$ cat src/rtl/serv_rf_pkg.sv
// serv_rf_pkg: register map and helpers shared by the
// serv register-file RAM bridge.
package serv_rf_pkg;

  localparam int NREGS    = 36;
  localparam int REG_AW   = 6;
  localparam int CSR_BASE = 32;

  typedef enum logic [REG_AW-1:0] {
    CSR_MSCRATCH = 6'd32,
    CSR_MTVEC    = 6'd33,
    CSR_MEPC     = 6'd34,
    CSR_MTVAL    = 6'd35
  } csr_e;

  typedef enum logic [1:0] {
    RD_IDLE,
    RD_FETCH,
    RD_DRAIN
  } rd_state_e;

  function automatic int rf_depth(input int width);
    return NREGS * 32 / width;
  endfunction

  function automatic int rf_aw(input int depth);
    return (depth <= 1) ? 1 : $clog2(depth);
  endfunction

endpackage

$ cat src/rtl/serv_rf_shreg.sv
// serv_rf_shreg: width-bit buffer, parallel load or
// W-bit shift towards the LSB; exposes the low ow bits.
module serv_rf_shreg #(
  parameter int width = 2,
  parameter int W     = 1,
  parameter int ow    = width
) (
  input  logic             clk,
  input  logic             rst_n,
  input  logic             load,
  input  logic             shift,
  input  logic [width-1:0] d,
  input  logic [W-1:0]     sin,
  output logic [ow-1:0]    q
);

  logic [width-1:0] r;

  always_ff @(posedge clk or negedge rst_n) begin
    if (!rst_n) begin
      r <= '0;
    end else if (load) begin
      r <= d;
    end else if (shift) begin
      r <= {sin, r[width-1:W]};
    end
  end

  assign q = r[ow-1:0];

endmodule

$ cat src/rtl/serv_rf_ram_bridge.sv
// serv_rf_ram_bridge: bit-serial register-file ports
// onto a width-bit synchronous RAM.
module serv_rf_ram_bridge
  import serv_rf_pkg::*;
#(
  parameter int width = 2,
  parameter int W     = 1,
  parameter int depth = rf_depth(width),
  parameter int aw    = rf_aw(depth)
) (
  input  logic              i_clk,
  input  logic              i_rst_n,
  input  logic              i_rreq,
  output logic              o_ready,
  input  logic [REG_AW-1:0] i_rreg0,
  input  logic [REG_AW-1:0] i_rreg1,
  output logic [W-1:0]      o_rdata0,
  output logic [W-1:0]      o_rdata1,
  input  logic [REG_AW-1:0] i_wreg0,
  input  logic [REG_AW-1:0] i_wreg1,
  input  logic              i_wen0,
  input  logic              i_wen1,
  input  logic [W-1:0]      i_wdata0,
  input  logic [W-1:0]      i_wdata1,
  output logic [aw-1:0]     o_raddr,
  output logic              o_ren,
  input  logic [width-1:0]  i_rdata,
  output logic [aw-1:0]     o_waddr,
  output logic [width-1:0]  o_wdata,
  output logic              o_wen
);

  localparam int R        = width / W;
  localparam int N        = 32 / width;
  localparam int LR       = $clog2(R);
  localparam int LN       = $clog2(N);
  localparam int LW       = $clog2(W);
  localparam int LWD      = $clog2(width);
  localparam int LAST_ISS = (N - 1) * R + 1;
  localparam int RC_END   = 32 / W + 2;
  localparam int RCW      = $clog2(RC_END + 1);

  function automatic logic [aw-1:0] mk_addr(
    input logic [REG_AW-1:0] r,
    input logic [5:0]        k
  );
    return (aw'(r) << LN) | aw'(k);
  endfunction

  rd_state_e         rstate, rstate_n;
  logic [RCW-1:0]    rcnt, rcnt_n, nt;
  logic [REG_AW-1:0] rreg0, rreg1;
  logic              ren_n, ready_n;
  logic [aw-1:0]     raddr_n;
  logic [width-1:0]  hold0;
  logic              hold_ld, rd_ld;

  assign nt = rcnt + RCW'(1);

  always_comb begin
    rstate_n = rstate;
    rcnt_n   = rcnt;
    ren_n    = 1'b0;
    raddr_n  = o_raddr;
    ready_n  = 1'b0;
    unique case (rstate)
      RD_IDLE: begin
        if (i_rreq) begin
          rstate_n = RD_FETCH;
          rcnt_n   = '0;
          ren_n    = 1'b1;
          raddr_n  = mk_addr(i_rreg0, '0);
        end
      end
      RD_FETCH: begin
        rcnt_n  = nt;
        ready_n = (rcnt == RCW'(1));
        if (rcnt == RCW'(LAST_ISS)) begin
          rstate_n = RD_DRAIN;
        end else if (nt[LR-1:0] == '0) begin
          ren_n   = 1'b1;
          raddr_n = mk_addr(rreg0, 6'(nt >> LR));
        end else if (nt[LR-1:0] == LR'(1)) begin
          ren_n   = 1'b1;
          raddr_n = mk_addr(rreg1, 6'(nt >> LR));
        end
      end
      RD_DRAIN: begin
        rcnt_n = nt;
        if (rcnt == RCW'(RC_END)) begin
          rstate_n = RD_IDLE;
        end
      end
      default: rstate_n = RD_IDLE;
    endcase
  end

  // port 0 word is parked one cycle so both ports stream in step
  assign hold_ld = (rstate != RD_IDLE)
                && (rcnt[LR-1:0] == LR'(1))
                && (rcnt <= RCW'(LAST_ISS));
  assign rd_ld   = (rstate != RD_IDLE)
                && (rcnt >= RCW'(2))
                && (((rcnt - RCW'(2)) & RCW'(R - 1)) == '0)
                && (rcnt <= RCW'(LAST_ISS + 1));

  always_ff @(posedge i_clk or negedge i_rst_n) begin
    if (!i_rst_n) begin
      rstate  <= RD_IDLE;
      rcnt    <= '0;
      rreg0   <= '0;
      rreg1   <= '0;
      o_ren   <= 1'b0;
      o_raddr <= '0;
      o_ready <= 1'b0;
      hold0   <= '0;
    end else begin
      rstate  <= rstate_n;
      rcnt    <= rcnt_n;
      o_ren   <= ren_n;
      o_raddr <= raddr_n;
      o_ready <= ready_n;
      if (rstate == RD_IDLE && i_rreq) begin
        rreg0 <= i_rreg0;
        rreg1 <= i_rreg1;
      end
      if (hold_ld) begin
        hold0 <= i_rdata;
      end
    end
  end

  serv_rf_shreg #(.width(width), .W(W), .ow(W)) u_rd0 (
    .clk   (i_clk),
    .rst_n (i_rst_n),
    .load  (rd_ld),
    .shift (1'b1),
    .d     (hold0),
    .sin   ('0),
    .q     (o_rdata0)
  );

  serv_rf_shreg #(.width(width), .W(W), .ow(W)) u_rd1 (
    .clk   (i_clk),
    .rst_n (i_rst_n),
    .load  (rd_ld),
    .shift (1'b1),
    .d     (i_rdata),
    .sin   ('0),
    .q     (o_rdata1)
  );

  logic [4:0]       wcnt, wofs;
  logic [5:0]       wword;
  logic             wen_any, wdone;
  logic             seen0, seen1, p0, p1, pend1;
  logic [aw-1:0]    paddr1;
  logic [width-1:0] acc0_q, acc1_q, acc0_nx;

  assign wen_any = i_wen0 | i_wen1;
  assign wofs    = (wcnt & 5'(width - 1)) >> LW;
  assign wdone   = wen_any && (wofs == 5'(R - 1));
  assign wword   = 6'(wcnt >> LWD);
  assign p0      = seen0 | i_wen0;
  assign p1      = seen1 | i_wen1;
  assign acc0_nx = i_wen0 ? {i_wdata0, acc0_q[width-1:W]}
                          : acc0_q;

  always_ff @(posedge i_clk or negedge i_rst_n) begin
    if (!i_rst_n) begin
      wcnt    <= '0;
      seen0   <= 1'b0;
      seen1   <= 1'b0;
      pend1   <= 1'b0;
      paddr1  <= '0;
      o_wen   <= 1'b0;
      o_waddr <= '0;
      o_wdata <= '0;
    end else begin
      if (wen_any) begin
        wcnt <= wcnt + 5'(W);
      end
      seen0 <= !wdone && p0;
      seen1 <= !wdone && p1;
      if (wdone) begin
        o_wen  <= p0;
        pend1  <= p1;
        paddr1 <= mk_addr(i_wreg1, wword);
        if (p0) begin
          o_waddr <= mk_addr(i_wreg0, wword);
          o_wdata <= acc0_nx;
        end
      end else if (pend1) begin
        o_wen   <= 1'b1;
        pend1   <= 1'b0;
        o_waddr <= paddr1;
        o_wdata <= acc1_q;
      end else begin
        o_wen <= 1'b0;
      end
    end
  end

  serv_rf_shreg #(.width(width), .W(W)) u_acc0 (
    .clk   (i_clk),
    .rst_n (i_rst_n),
    .load  (1'b0),
    .shift (i_wen0),
    .d     ('0),
    .sin   (i_wdata0),
    .q     (acc0_q)
  );

  serv_rf_shreg #(.width(width), .W(W)) u_acc1 (
    .clk   (i_clk),
    .rst_n (i_rst_n),
    .load  (1'b0),
    .shift (i_wen1),
    .d     ('0),
    .sin   (i_wdata1),
    .q     (acc1_q)
  );

endmodule

$ cat config.mk
export PLATFORM = sky130hd
export DESIGN_NAME = serv_rf_ram_bridge
export DESIGN_NICKNAME = d
export VERILOG_FILES = /design/src/rtl/serv_rf_pkg.sv /design/src/rtl/serv_rf_shreg.sv /design/src/rtl/serv_rf_ram_bridge.sv
export SDC_FILE = /design/constraint.sdc
export NUM_CORES = 1
export LEC_CHECK = 0
export ABC_AREA = 1
export CAP_MARGIN = 40
export CORE_MARGIN = 4
export CORE_UTILIZATION = 56
export CTS_CLUSTER_DIAMETER = 80
export DETAILED_ROUTE_END_ITERATION = 16
export DONT_BUFFER_PORTS = 1
export PLACE_DENSITY = 0.73
export SYNTH_ARGS = -nofsm -noshare
export SYNTH_HDL_FRONTEND = slang
export SYNTH_SLANG_ARGS = --single-unit
$ cat constraint.sdc
create_clock -name i_clk -period 1.5 [get_ports i_clk]
set_input_delay 0.225 -clock i_clk [delete_from_list [all_inputs] [get_ports i_clk]]
set_output_delay 0.225 -clock i_clk [all_outputs]
set_load 0.005 [all_outputs]
## Word level (Yosys, flattened, before mapping)

Cells that the tools add are included.

| storage, ports and cells | value |
|---|---|
| register bits | 73 |
| bits of input ports | 33 |
| logic and storage cells | 90 |

| operators by class | value |
|---|---|
| add/sub/neg operators | 3 |
| $lt $le $gt $ge | 3 |
| equal/unequal tests | 10 |
| muxes and demuxes | 26 |
| bitwise operators | 7 |
| reductions and logical operators | 21 |

Operators with widths:

| kind | count |
|---|---|
| 10-bit 2-to-1 mux | 6 |
| 10-bit by 4-bit OR with 10-bit output | 2 |
| 10-bit by 5-bit OR with 10-bit output | 2 |
| 10-bit case mux with 2 select lines | 1 |
| 2-bit 2-to-1 mux | 9 |
| 6-bit case mux with 2 select lines | 1 |
| 1-bit logical AND | 9 |
| 2-bit inequality test, second input constant | 4 |
| 2-bit nonzero test | 4 |
| 6-bit by 1-bit adder with 6-bit output, second input constant | 1 |
| 6-bit by 1-bit == test with 1-bit output, second input constant | 1 |
| 6-bit by 5-bit == test with 1-bit output, second input constant | 1 |
| 6-bit == test, second input constant | 1 |
| 6-bit by 2-bit greater-or-equal comparator with 1-bit output, second input constant | 1 |
| 6-bit by 5-bit less-or-equal comparator with 1-bit output, second input constant | 1 |
| 6-bit less-or-equal comparator, second input constant | 1 |
| 6-bit zero test | 1 |
| 1-bit 2-to-1 mux | 6 |
| 6-bit 2-to-1 mux | 1 |
| 2-bit case mux with 3 select lines | 1 |
| 3-bit AND reduction | 2 |
| 5-bit by 1-bit adder with 5-bit output, second input constant | 1 |
| 2-bit AND reduction | 2 |
| 1-bit OR | 3 |
| other kinds (8) | 8 |

## Logic depth before layout (Yosys ltp)

Gate-level depths: netlist of the first run.

| logic depth | value |
|---|---|
| word-level depth | 5 |
| depth in mapped cells | 9 |
| depth with buffers taken out | 8 |

## Hierarchy

A second synthesis of the first run with hierarchy kept.

| unflattened totals | value |
|---|---|
| cells, all modules | 401 |
| area, all modules | 3,377.0 µm² |

By module, submodules not included:

| module | instances | cells each | area each (µm²) | seq. area each (µm²) |
|---|---|---|---|---|
| serv_rf_ram_bridge | 1 | 341 | 2,971.6 | 1,626.6 |
| serv_rf_shreg | 4 | 15 | 101.3 | 50.0 |

## Least setup slack after synthesis of the first run

No wires, ideal clock.

| path | value |
|---|---|
| path kind | register to register |
| from | register rstate[0] |
| to | register rreg0[1] |
| library setup time | 0.125 ns |
| arrival time | 1.366 ns |
| data required time | 1.375 ns |
| path slack | 0.009 ns |
| cell stages (with the launch flop) | 6 |
| cell sequence | dfrtp_1 > inv_1 > ha_1 > nand2_1 > buf_2 > mux2_2 |

| on the way | value |
|---|---|
| word-level cells in the longest chain between the ends | 2 |

RTL lines:

| what | RTL line | text |
|---|---|---|
| from (decl) | serv_rf_ram_bridge.sv:50 | `rd_state_e rstate, rstate_n;` |
| from (signal assigned) | serv_rf_ram_bridge.sv:118 | `rstate <= rstate_n;` |
| 2-bit zero test | serv_rf_ram_bridge.sv:123 | `if (rstate == RD_IDLE && i_rreq) begin` |
| 1-bit logical AND | serv_rf_ram_bridge.sv:123 |  |
| to (signal assigned) | serv_rf_ram_bridge.sv:124 | `rreg0 <= i_rreg0;` |
| to (decl) | serv_rf_ram_bridge.sv:52 | `logic [REG_AW-1:0] rreg0, rreg1;` |

Every way passes these cells.
A chain may end at the register's enable or synchronous reset.

## Worst setup path after layout of the first run

| path | value |
|---|---|
| from | register wcnt[0] |
| to | register o_waddr[8] |

| on the way | value |
|---|---|
| word-level cells in the longest chain between the ends | 3 |

RTL lines:

| what | RTL line | text |
|---|---|---|
| from (decl) | serv_rf_ram_bridge.sv:153 | `logic [4:0] wcnt, wofs;` |
| from (signal assigned) | serv_rf_ram_bridge.sv:181 | `wcnt <= wcnt + 5'(W);` |
| 1-bit logical AND * | serv_rf_ram_bridge.sv:162 | `assign wdone = wen_any && (wofs == 5'(R - 1));` |
| 2-bit by 1-bit inequality test with 1-bit output (no line) or 2-bit nonzero test (tied branches) | n/a |  |
| 2-bit AND reduction (no line) | n/a |  |
| to (signal assigned) | serv_rf_ram_bridge.sv:190 | `o_waddr <= mk_addr(i_wreg0, wword);` |
| to (signal assigned) | serv_rf_ram_bridge.sv:196 | `o_waddr <= paddr1;` |
| to (decl) | serv_rf_ram_bridge.sv:28 | `output logic [aw-1:0] o_waddr,` |

Mark *: on every way between the ends. The rest lies on a longest branch, timed or not.

==> results of run 1 <==
## path summary, 6_finish.rpt
check	start	to	slack (ns)
min in group i_clk	i_wreg1[5]	paddr1[9]$_DFFE_PN0P_	0.02
hold / removal	i_rst_n	paddr1[3]$_DFFE_PN0P_	-0.43
setup reg to reg	wcnt[0]$_DFFE_PN0N_	o_waddr[8]$_DFFE_PN0P_	0.09
hold reg to reg	paddr1[3]$_DFFE_PN0P_	paddr1[3]$_DFFE_PN0P_	0.47
max in group asynchronous	i_rst_n	seen0$_DFF_PN0_	1.82
setup / recovery	wcnt[0]$_DFFE_PN0N_	o_waddr[8]$_DFFE_PN0P_	0.09
## routing by layer
metal  global-route usage  vias up  part of all wire
li1                     -     1177                 -
met1                0.226     1148              0.41
met2                0.328       77              0.50
met3               0.0573       16             0.071
met4               0.0892        0             0.021
met5                    0        -                 0
## worst reg2reg max path, delay by kind of cell (launching register included)
family	cells	cell delay, ns
compound gates	2	0.16
flops	1	0.40
buf+inv	4	0.60
simple gates	2	0.14
## sequential cells by signal, summed over array words and instances (netlist names), 5 cells and up
| signal | cells |
|---|---|
| rreg0 | 6 |
| wcnt | 5 |
| rcnt | 6 |
| rreg1 | 6 |
| o_waddr | 10 |
| o_raddr | 10 |
| paddr1 | 10 |
## power by group
group	internal, mW	switching [mW]	total (mW)
logic	1.23	1.59	2.82
clock network	0.759	0.680	1.44
registers	2.77	0.512	3.28
## logic make-up after synthesis
| family | after synthesis | synth area share |
|---|---|---|
| compound gates | 58 | 0.106 |
| simple gates | 145 | 0.181 |
| flops | 73 | 0.567 |
| fa+ha+maj | 7 | 0.0272 |
| mux | 10 | 0.0349 |
| xor+xnor | 5 | 0.0136 |
| buf+inv | 52 | 0.0714 |
## Yosys cell counts, drive strengths merged
cell | instances | area share
nand2 | 104 | 0.12
dfrtp | 73 | 0.57
o21ai | 49 | 0.088
inv | 41 | 0.048
nor2 | 21 | 0.028
nand3 | 17 | 0.026
mux2 | 10 | 0.035
buf | 8 | 0.020
ha | 7 | 0.027
a21oi | 6 | 0.012
xor2 | 5 | 0.014
clkbuf | 2 | 0.0023
o22ai | 2 | 0.0039
clkinv | 1 | 0.0012
nand4 | 1 | 0.0019
nor3 | 1 | 0.0016
o21bai | 1 | 0.0023
or2 | 1 | 0.0019
## layout make-up
class,count,area (sq um)
inverter,42,158
timing repair buffer,27,251
multi-input combinational,228,1250
sequential,73,1830
clock inverter,3,42.5
clock buffer,12,135
tap,72,90.1
fill,434,1790
## repair_timing
item | 4_1_cts | 5_1_grt
gates cloned | 1 | 2
endpoints found under the hold margin | 80 | 74
resized for setup | 4 | 18
setup buffers | 0 | 4
endpoints found under the setup margin | 12 | 25
pin swaps | 1 | 1
hold buffers | 6 | 2
==> run metrics, run 1 <==
status finished with violations; violated checks negative hold slack; critical path type flop to flop; final instance area 3750 sq um; Rel. slew slack 0.704; DR DRC count 0; GRT Overall Usage 0.194; layout cells sized above 1 0.190; setup TNS 0 ns; synthesized area 3220 sq um; max cap viols 0; Routed WL 6.62 mm; WP data required 1.73 ns; final setup vio count 0; Antenna diodes 0; clock slew at reported path FFs 0.08 ns; largest net degree at the start of global routing 74; DR vias 2418; static leakage 1.83 nW; stages on the worst setup path 8; Row Count 27; Cells after Synth 350; fin util 0.678; commonest non-fill, non-tap cells in the layout 102 x nand2_1, 73 x dfrtp_1, 38 x o21ai_0; Max VDD drop 1.19 mV; Top delay family on crit path buffers and inverters; Die H 83.9 um; worst-case clock buffer depth 2; die width 83.9 um; crit path setup slack, layout 0.0945 ns; Routed wire per std cell 14.5 um; clock tree sinks 73; Layout Cells excl Fill 457; vias per cell 5.29; DP Cell Count 427; most common cell after layout, fill and taps aside nand2_1; Initial DRC Count 91; Post-Syn Nets 390; Cell variety after synth 25; drt pass-1 iters 5; Hold Vio Cnt, Final 73; total CTS buffers 9; Pwr Total 7.54 mW; Placer Congestion 0.810; syn_area_per_cell 9.21 sq um; Slowest-stage cell, CP dfrtp_1; vias in the first global route 2377; CTS tree built; die footprint 7030 sq um; I/O pins 60; Crit. End Element flop; max-slew violation count 0; Core Area 5540 sq um; Final ANT Viol Nets 0; Power Dens Cells 2010 nW/um^2; Synth Warn # 0; area grow syn2layout 16.5%; actual slew at the worst max-slew pin 0.443 ns; final clock skew 0.00834 ns; root buf cell clkbuf_8; Critical Path Fanout Max 6; input/output buffers 0; HPWL Detailed 4.26 mm; Clock Latency Late Sink 0.34 ns; Max H-tree Level 3; Tcrit/Tclk final 0.937; register area share after synthesis 0.567; Worst R2R Path Depth 8; cells along the critical path inv_1, nor2_4, inv_2, buf_4, nand2_4, o21ai_4, buf_4, o21ai_2; pre-CTS setup slack -0.0121 ns; min cycle time layout 1.41 ns; CP peak stage delay 0.40 ns; Hold Crit Class primary input to async pin; worst path bufs/invs 4; startpoint types flop; Most common cell on crit path buf_4; crit path DAT 1.64 ns; initial antenna violation count 0; Fmax 711 MHz; nets 421; Post-DP Area 3380 sq um; WHS -0.427 ns; synthesis-stage register bit count 73; GR Overflow Total 0; Initial Utilization 0.582; first-pass GRT wire length 10.9 mm
Note: power is estimated with default switching activity, not from simulation.
==> run 2: changes to the inputs <==
--- a/config.mk
+++ b/config.mk
@@ -12,6 +12,7 @@
 export CTS_CLUSTER_DIAMETER = 80
 export DETAILED_ROUTE_END_ITERATION = 16
 export DONT_BUFFER_PORTS = 1
+export HOLD_SLACK_MARGIN = 0.12
 export PLACE_DENSITY = 0.73
 export SYNTH_ARGS = -nofsm -noshare
 export SYNTH_HDL_FRONTEND = slang
==> run 2 against run 1 <==
Against the previous run:
- the run still ends with negative hold slack left
- first-iteration DRC count increased by 15%
- count of clock-buffer cells in the layout unchanged
- highest routed layer unchanged
- die area unchanged
==> run metrics, run 2 (synthesized netlist as in run 1, its figures left out) <==
DR DRC count 0 (unchanged); hold buffer count at CTS 30 (was 6); crit path DAT 1.64 ns (about the same); Post-Route M1 WL 2.84 mm (was 2.72 mm); Hold Vio Cnt, Final 73 (unchanged); Slowest-stage cell, CP dfrtp_1 (unchanged); Largest regs o_raddr (10), o_waddr (10), paddr1 (10) (unchanged); worst flop-to-flop path endpoint o_wdata[1]$_DFFE_PN0P_ (was o_waddr[8]$_DFFE_PN0P_); commonest non-fill, non-tap cells in the layout 102 x nand2_1, 73 x dfrtp_1, 37 x inv_1, 37 x o21ai_0, 30 x dlygate4sd3_1 (was 102 x nand2_1, 73 x dfrtp_1, 38 x o21ai_0); Crit. End Element flop (unchanged); initial antenna violation count 0 (unchanged); area grow syn2layout 21.7% (was 16.5%); Initial Utilization 0.582 (unchanged); cells along the critical path inv_1, nor2_4, inv_4, buf_4, nand2_2, o21ai_4, nor2_1, a21oi_2 (was inv_1, nor2_4, inv_2, buf_4, nand2_4, o21ai_4, buf_4, o21ai_2); Routed WL 6.81 mm (was 6.62 mm); first-pass GRT wire length 11.5 mm (was 10.9 mm); largest net degree at the start of global routing 74 (unchanged); Rel. slew slack 0.613 (was 0.704); total CTS buffers 9 (unchanged); Placer Congestion 0.810 (unchanged); Row Count 27 (unchanged); min cycle time layout 1.42 ns (was 1.41 ns); Core Area 5540 sq um (unchanged); root buf cell clkbuf_8 (unchanged); Initial DRC Count 105 (was 91); startpoint types flop (unchanged); GRT Overall Usage 0.205 (was 0.194); most common cell after layout, fill and taps aside nand2_1 (unchanged); Critical Path Fanout Max 13 (was 6); highest metal used met4 (unchanged); status finished with violations (unchanged); metal3 WL 409 um (was 472 um); reg2reg setup slack 0.08 ns (was 0.09 ns); die width 83.9 um (unchanged); Power Dens Cells 1920 nW/um^2 (was 2010 nW/um^2); origin of the critical flop-to-flop path wcnt[0]$_DFFE_PN0N_ (unchanged); Gate power share 0.374 (about the same); P_int 4.75 mW (was 4.76 mW); setup TNS 0 ns (unchanged); GR Overflow Total 0 (unchanged); Hold Crit Class primary input to async pin (unchanged); Fmax 704 MHz (was 711 MHz); die footprint 7030 sq um (unchanged); drt pass-1 iters 4 (was 5); Clk pwr share 0.192 (was 0.191); vias per cell 5.19 (was 5.29); Antenna diodes 0 (unchanged); max cap viols 0 (unchanged); Routed wire per std cell 14.4 um (was 14.5 um); DP Cell Count 427 (unchanged); Top delay family on crit path simple AND/OR/NAND/NOR gates (was buffers and inverters); Worst R2R Path Depth 8 (unchanged); clock slew at reported path FFs 0.08 ns (about the same); CTS tree built (unchanged); actual slew at the worst max-slew pin 0.579 ns (was 0.443 ns); layout cells sized above 1 0.159 (was 0.190); Max H-tree Level 3 (unchanged); routed wl met2 3.47 mm (was 3.29 mm); RSZ-0062 raised after global routing true; Final ANT Viol Nets 0 (unchanged); DR vias 2461 (was 2418); CP startpoint wcnt[0]$_DFFE_PN0N_ (unchanged); WP data required 1.71 ns (was 1.73 ns); max-slew violation count 0 (unchanged); final setup vio count 0 (unchanged); worst path bufs/invs 3 (was 4); HPWL Detailed 4.26 mm (unchanged); WHS -0.430 ns (was -0.427 ns); static leakage 1.90 nW (was 1.83 nW); final clock skew 0.00895 ns (was 0.00834 ns); Pwr Total 7.54 mW (about the same); Max VDD drop 1.22 mV (was 1.19 mV); Tcrit/Tclk final 0.947 (was 0.937); I/O pins 60 (unchanged); Layout Cells excl Fill 474 (was 457); input/output buffers 0 (unchanged); worst-case clock buffer depth 2 (unchanged); Die H 83.9 um (unchanged); critical path type flop to flop (unchanged); Reg power frac 0.434 (was 0.435); Clock Latency Late Sink 0.34 ns (about the same); NetSw 2.79 mW (about the same); sw frac 0.370 (was 0.369); violated checks negative hold slack (unchanged); vias in the first global route 2520 (was 2377); clock tree sinks 73 (unchanged); buffer count from post-CTS setup fixing 0 (unchanged); CP peak stage delay 0.37 ns (was 0.40 ns); nets 438 (was 421)
==> run 2: changes by cell type in the layout (fill, tap and decap cells not counted) <==
| cell | change |
|---|---|
| buf_4 | -4 |
| nor2_1 | +3 |
| nand2_4 | -1 |
| nand3_1 | +1 |
| o21ai_0 | -1 |
| o21ai_1 | +1 |
| dlygate4sd3_1 | +22 |
| o21ai_2 | -1 |
| nor2_2 | -3 |
| nand2_2 | +1 |
| nand3_2 | -1 |
| inv_4 | +1 |
| inv_2 | -1 |
==> run 2: how the worst max path moves through the flow <==
stage / endpoint / slack (ns) / depth (start not counted)
after floorplan: rreg0[1]$_DFFE_PN0P_ / 0.009 / 5
after global placement: o_raddr[4]$_DFFE_PN0P_ / 0.02 / 8
after detailed placement: o_waddr[2]$_DFFE_PN0P_ / -0.01 / 5
after CTS: o_waddr[1]$_DFFE_PN0P_ / 0.03 / 8
after global routing: o_wdata[1]$_DFFE_PN0P_ / -0.005 / 8
final: o_wdata[1]$_DFFE_PN0P_ / 0.08 / 8
==> run 2: layer usage <==
| metal | GRT usage | vias to the layer above |
|---|---|---|
| li1 | - | 1204 |
| met2 | 0.359 | 66 |
| met1 | 0.235 | 1180 |
| met5 | 0 | - |
| met4 | 0.0950 | 0 |
| met3 | 0.0513 | 11 |
==> run 2: power by group through the flow <==
stage	logic, mW	clock network (mW)	registers (mW)
after floorplan	1.88	0	3.16
after global placement	2.50	0	3.27
after detailed placement	2.59	0	3.31
after CTS	2.76	1.47	3.28
after global routing	3.23	1.57	3.39
final	2.82	1.45	3.28
==> run 2: area by class of cell <==
class,instances,area (sq um)
Clock inverter,3,42.5
Fill cell,395,1620
Tap cell,72,90.1
Inverter,42,160
Sequential cell,73,1830
Clock buffer,12,135
Multi-Input combinational cell,227,1220
Timing Repair Buffer,45,442
==> run 2: timing repair <==
item / CTS / global route
pin swaps: 1 / 0
gates resized for setup: 4 / 15
endpoints found under the setup margin: 12 / 25
gates cloned: 1 / 1
hold endpoints to repair: 111 / 73
==> run 2: worst reg2reg max path, cell delays in order (launching register included) <==
cell and delay [ns]:
dfrtp_1 0.37, inv_1 0.08, nor2_4 0.14, inv_4 0.07, buf_4 0.15, nand2_2 0.14, o21ai_4 0.14, nor2_1 0.16
a21oi_2 0.04
==> run 2: through the flow <==
step / util / hold slack [ns] / cell area (sq um) / worst slack (ns)
3_3_place_gp: 0.610 / -0.0681 / 3380 / 0.0212
5_1_grt: 0.708 / -0.458 / 3920 / -0.00539
4_1_cts: 0.702 / -0.441 / 3890 / 0.0263
3_5_place_dp: 0.610 / -0.0688 / 3380 / -0.0121
6_report: 0.708 / -0.430 / 3920 / 0.0791
2_1_floorplan: - / -0.0706 / 3220 / 0.00892
